$ cat config.mk
export PLATFORM = sky130hd
export DESIGN_NAME = instruction_fetcher
export DESIGN_NICKNAME = d
export VERILOG_FILES = /design/src/rtl/gpu_pkg.sv /design/src/rtl/icache_array.sv /design/src/rtl/instruction_fetcher.sv
export SDC_FILE = /design/constraint.sdc
export NUM_CORES = 1
export LEC_CHECK = 0
export CORE_ASPECT_RATIO = 0.7
export CORE_MARGIN = 2
export CORE_UTILIZATION = 40
export DETAILED_ROUTE_END_ITERATION = 10
export SYNTH_ARGS = -nofsm -noshare
export SYNTH_HDL_FRONTEND = slang
export SYNTH_HIERARCHICAL = 1
export SYNTH_SLANG_ARGS = --single-unit
$ cat constraint.sdc
create_clock -name clk -period 4.3 [get_ports clk]
set_input_delay 0.86 -clock clk [delete_from_list [all_inputs] [get_ports clk]]
set_output_delay 0.86 -clock clk [all_outputs]
set_load 0.05 [all_outputs]
$ cat src/rtl/gpu_pkg.sv
// Encodings and default widths shared by the scheduler, fetcher and LSU.
package gpu_pkg;

    localparam int DEFAULT_ADDR_BITS = 8;
    localparam int DEFAULT_DATA_BITS = 16;

    typedef enum logic [2:0] {
        CORE_IDLE    = 3'b000,
        CORE_FETCH   = 3'b001,
        CORE_DECODE  = 3'b010,
        CORE_REQUEST = 3'b011,
        CORE_WAIT    = 3'b100,
        CORE_EXECUTE = 3'b101,
        CORE_UPDATE  = 3'b110,
        CORE_DONE    = 3'b111
    } core_state_t;

    typedef enum logic [2:0] {
        FETCHER_IDLE     = 3'b000,
        FETCHER_FETCHING = 3'b001,
        FETCHER_FETCHED  = 3'b010
    } fetcher_state_t;

    typedef enum logic [1:0] {
        LSU_IDLE       = 2'b00,
        LSU_REQUESTING = 2'b01,
        LSU_WAITING    = 2'b10,
        LSU_DONE       = 2'b11
    } lsu_state_t;

endpackage

$ cat src/rtl/icache_array.sv
// Direct-mapped one-instruction-per-line storage: combinational lookup,
// single synchronous fill port, flush that clears every valid bit.
module icache_array
#(
    parameter int ADDR_BITS = 8,
    parameter int DATA_BITS = 16,
    parameter int LINES     = 8
)
(
    input  logic                 clk,
    input  logic                 srst,
    input  logic                 flush,
    input  logic [ADDR_BITS-1:0] rd_addr,
    output logic                 rd_hit,
    output logic [DATA_BITS-1:0] rd_data,
    input  logic                 wr_en,
    input  logic [ADDR_BITS-1:0] wr_addr,
    input  logic [DATA_BITS-1:0] wr_data
);

    localparam int IDX_BITS = $clog2(LINES);
    localparam int TAG_BITS = ADDR_BITS - IDX_BITS;

    logic [LINES-1:0]    valid_q;
    logic [LINES-1:0]    valid_d;
    logic [TAG_BITS-1:0] tag_q  [LINES];
    logic [DATA_BITS-1:0] data_q [LINES];

    logic [IDX_BITS-1:0] rd_idx;
    logic [TAG_BITS-1:0] rd_tag;
    logic [IDX_BITS-1:0] wr_idx;
    logic [TAG_BITS-1:0] wr_tag;

    assign rd_idx = rd_addr[IDX_BITS-1:0];
    assign rd_tag = rd_addr[ADDR_BITS-1:IDX_BITS];
    assign wr_idx = wr_addr[IDX_BITS-1:0];
    assign wr_tag = wr_addr[ADDR_BITS-1:IDX_BITS];

    assign rd_hit  = valid_q[rd_idx] && (tag_q[rd_idx] == rd_tag);
    assign rd_data = data_q[rd_idx];

    // Flush beats a simultaneous fill: the line's data lands but stays invalid.
    generate
        for (genvar gi = 0; gi < LINES; gi++) begin : g_valid
            assign valid_d[gi] = flush ? 1'b0
                               : (valid_q[gi] | (wr_en && (wr_idx == IDX_BITS'(gi))));
        end
    endgenerate

    always_ff @(posedge clk) begin
        if (srst) begin
            valid_q <= '0;
        end else begin
            valid_q <= valid_d;
        end
    end

    always_ff @(posedge clk) begin
        if (wr_en) begin
            tag_q[wr_idx]  <= wr_tag;
            data_q[wr_idx] <= wr_data;
        end
    end

endmodule

$ cat src/rtl/instruction_fetcher.sv
// Per-core fetch stage: serves current_pc from a small direct-mapped cache,
// falling back to the shared program-memory read channel on a miss.
module instruction_fetcher
    import gpu_pkg::*;
#(
    parameter int PROGRAM_MEM_ADDR_BITS = DEFAULT_ADDR_BITS,
    parameter int PROGRAM_MEM_DATA_BITS = DEFAULT_DATA_BITS,
    parameter int CACHE_LINES           = 8,
    parameter int CACHE_ENABLE          = 1
)
(
    input  logic                             clk,
    input  logic                             reset,
    input  logic [2:0]                       core_state,
    input  logic [PROGRAM_MEM_ADDR_BITS-1:0] current_pc,
    input  logic                             cache_flush,
    output logic                             mem_read_valid,
    output logic [PROGRAM_MEM_ADDR_BITS-1:0] mem_read_address,
    input  logic                             mem_read_ready,
    input  logic [PROGRAM_MEM_DATA_BITS-1:0] mem_read_data,
    output logic [2:0]                       fetcher_state,
    output logic [PROGRAM_MEM_DATA_BITS-1:0] instruction,
    output logic [15:0]                      hit_count
);

    localparam bit CACHE_ON = (CACHE_ENABLE != 0);

    fetcher_state_t                   state_q, state_d;
    logic                             mem_read_valid_q, mem_read_valid_d;
    logic [PROGRAM_MEM_ADDR_BITS-1:0] mem_read_address_q, mem_read_address_d;
    logic [PROGRAM_MEM_DATA_BITS-1:0] instruction_q, instruction_d;
    logic [15:0]                      hit_count_q, hit_count_d;

    core_state_t                      core_state_e;
    logic                             array_hit;
    logic                             cache_hit;
    logic [PROGRAM_MEM_DATA_BITS-1:0] cache_data;
    logic                             cache_wr_en;

    assign core_state_e = core_state_t'(core_state);
    assign cache_hit    = CACHE_ON && array_hit;

    icache_array #(
        .ADDR_BITS (PROGRAM_MEM_ADDR_BITS),
        .DATA_BITS (PROGRAM_MEM_DATA_BITS),
        .LINES     (CACHE_LINES)
    ) u_icache (
        .clk     (clk),
        .srst    (reset),
        .flush   (cache_flush),
        .rd_addr (current_pc),
        .rd_hit  (array_hit),
        .rd_data (cache_data),
        .wr_en   (cache_wr_en),
        .wr_addr (mem_read_address_q),
        .wr_data (mem_read_data)
    );

    always_comb begin
        state_d            = state_q;
        mem_read_valid_d   = mem_read_valid_q;
        mem_read_address_d = mem_read_address_q;
        instruction_d      = instruction_q;
        hit_count_d        = hit_count_q;
        cache_wr_en        = 1'b0;
        case (state_q)
            FETCHER_IDLE: begin
                if (core_state_e == CORE_FETCH) begin
                    if (cache_hit) begin
                        instruction_d = cache_data;
                        state_d       = FETCHER_FETCHED;
                        hit_count_d   = (hit_count_q == 16'hFFFF) ? hit_count_q
                                                                  : hit_count_q + 16'd1;
                    end else begin
                        mem_read_valid_d   = 1'b1;
                        mem_read_address_d = current_pc;
                        state_d            = FETCHER_FETCHING;
                    end
                end
            end
            FETCHER_FETCHING: begin
                // The request address is still held, so it doubles as the fill address.
                if (mem_read_ready) begin
                    mem_read_valid_d = 1'b0;
                    instruction_d    = mem_read_data;
                    state_d          = FETCHER_FETCHED;
                    cache_wr_en      = CACHE_ON;
                end
            end
            FETCHER_FETCHED: begin
                if (core_state_e == CORE_DECODE) begin
                    state_d = FETCHER_IDLE;
                end
            end
            default: state_d = FETCHER_IDLE;
        endcase
    end

    always_ff @(posedge clk) begin
        if (reset) begin
            state_q            <= FETCHER_IDLE;
            mem_read_valid_q   <= 1'b0;
            mem_read_address_q <= '0;
            instruction_q      <= '0;
            hit_count_q        <= '0;
        end else begin
            state_q            <= state_d;
            mem_read_valid_q   <= mem_read_valid_d;
            mem_read_address_q <= mem_read_address_d;
            instruction_q      <= instruction_d;
            hit_count_q        <= hit_count_d;
        end
    end

    assign fetcher_state    = state_q;
    assign mem_read_valid   = mem_read_valid_q;
    assign mem_read_address = mem_read_address_q;
    assign instruction      = instruction_q;
    assign hit_count        = hit_count_q;

endmodule

==> qor.yml <==
tightest_slew_ns: 1.03
utilization: 0.487
arrival_ns: 3.92
wire_per_inst_um: 20.4
port_buffers: 73
power_density_nw_per_um2: 419
fillers: 1813
grt_usage: 0.157
antenna_found_initial: 1
synthToLayoutAreaGrowth_pct: 20.3
grt_max_degree: 46
post-place-ws_ns: 0.272
clk_root_buffer_cell: "clkbuf_16"
h-tree-depth: 1
drtIter0Drc: 408
synth_area_sq_um: 8740
routed_wl_mm: 18.2
synth_async_sr_flop_share: 0
drtPass1Iterations: 5
post_cts_resize_count: 0
status: "finished, final reports clean"
num_antenna_cells: 0
holdBufCountCts: 0
chipWidth_um: 181
setup_tns_ns: 0
clock.fmax_mhz: 286
relSlewSlack: 0.308
cp.required_ns: 4.72
hold_viol_final: 0
cp-start-kind: "input pin"
cp_max_fo: 19
setup_viol: 0
drc_errors: 0
synth_flop_cell: "edfxtp_1"
synth_fp_nets: 547
layout-drive-gt1-share: 0.196
overflow: 0
start_util: 0.405
layout_common_cells: "168 x edfxtp_1, 70 x clkdlybuf4s50_1, 51 x dfxtp_1, 41 x mux4_2, 38 x mux2i_1"
worst_skew_pair.late_latency_ns: 0.50
seq_area_sq_um: 6070
pin_count: 75
ys_top_cells_by_area: "edfxtp_1 58%, dfxtp_1 12%, mux4_2 11%"
syn-instance-count: 515
syn_area_per_cell_sq_um: 17.0
rsz0062_at_grt: "no"
avgViaCountPerCell: 5.40
fin_cells: 893
synth_seq_cells: 219
drtAntennaViolNets: 0
synth.distinct_cells: 44
skew_ns: 0.0128
nets: 627
dieArea_sq_um: 23100
place.gp.congestion: 0.808
cts_max_path_buffers: 3
yosysTopAreaCellShare: 0.577
crit_type: "in2reg"
cts_made_buffers: 22
period_minus_slack_ns: 3.50
rrSetupSlack_ns: 1.38
leakagePower_nw: 3.30
final_max_slew_viol_count: 0
dp_hpwl_mm: 10.5
cts_setup_buffers: 0
yosysWarnings: 6
path_clk_slew_ns: 0.06
rows: 45
period_share: 0.814
final_common_cell: "edfxtp_1"
setup_slack_ns: 0.799
placed_cells: 853
vias: 4820
min_path_type: "reg2reg"
drv_cap: 0
die_h_um: 128
grt_pass1_vias: 4908
grt_pass1_wl_mm: 28.1
multi_input_area_sq_um: 2550
yosysTopAreaCell: "edfxtp_1"
critPathCaptureType: "flop"
synth_edf_count: 168
cts_tree: "done"
synth_seq_area_share: 0.694
cts.sinks: 219
core_area_sq_um: 21600
ir_drop_v: 0.000245
-- layer usage --
metal,GRT usage,wire [um]
met1,0.222,8600
met2,0.256,8290
met3,0.0295,909
met4,0.0356,362
met5,0,13
-- power by group --
group / internal (W) / switching (W)
logic: 0.0000994 / 0.000117
registers: 0.00228 / 0.00000907
clock network: 0.00112 / 0.000778
-- cells in the mapped netlist, drive strengths merged, types with 4 or more instances --
cell,count
a211oi,18
nand2,9
or3,5
mux2,18
o21a,8
clkbuf,14
dfxtp,51
or4,9
nand2b,4
o31ai,9
nand4,7
nor3,7
nand3,7
a21oi,17
buf,17
mux4,41
mux2i,38
nor2,39
edfxtp,168
-- registers in the layout, summed over array words and instances (netlist names) --
| name | cells |
|---|---|
| u_icache/data_q | 128 |
| hit_count | 16 |
| u_icache/tag_q | 40 |
| instruction | 16 |
| fetcher_state | 2 |
| u_icache/valid_q | 8 |
| mem_read_address | 8 |
| mem_read_valid | 1 |
-- worst max-delay path: stages --
cell      delay [ns]
buf_2           0.45
mux2i_1         0.16
mux4_2          0.50
xor2_1          0.16
nand4_1         0.16
nor3_2          0.23
nand3b_1        0.12
or4_1           0.63
or4_1           0.50
a21oi_1         0.14
-- cells by family after synthesis --
logic type / count (synthesis) / share of synthesized area
AOI/OAI and AO/OA: 59 / 0.0458
xor gates and xnor gates: 5 / 0.00501
adders and majority gates: 1 / 0.00143
buffers and inverters: 32 / 0.0202
DFF: 219 / 0.694
muxes: 97 / 0.172
other: 1 / 0.000429
and+or+nand+nor: 101 / 0.0606
-- area by class of cell --
type,instances,share of cell area
Sequential cell,219,0.577
Clock inverter,12,0.0107
Multi-Input combinational cell,264,0.243
Timing Repair Buffer,87,0.0781
Clock buffer,28,0.0575
Tap cell,282,0.0336
Inverter,1,0.000357
-- worst paths after layout --
check | start | endpoint | cells past startpoint
worst max-delay path | current_pc[0] | hit_count[15] | 10
worst min-delay path | u_icache/valid_q[5] | u_icache/valid_q[5] | 1
worst max register to register | u_icache/tag_q[7][0] | hit_count[15] | 9
worst min register to register | u_icache/valid_q[5] | u_icache/valid_q[5] | 1
-- metrics by stage --
step | total power, W | cell area, sq um | hold WS, ns
after CTS | 0.00445 | 10500 | 0.477
after detailed placement | 0.00255 | 9790 | 0.459
final | 0.00440 | 10500 | 0.478
after floorplan | 0.00247 | 8740 | 0.435
after global routing | 0.00454 | 10500 | 0.501
after global placement | 0.00255 | 9790 | 0.443
Note: power is estimated with default switching activity, not from simulation.
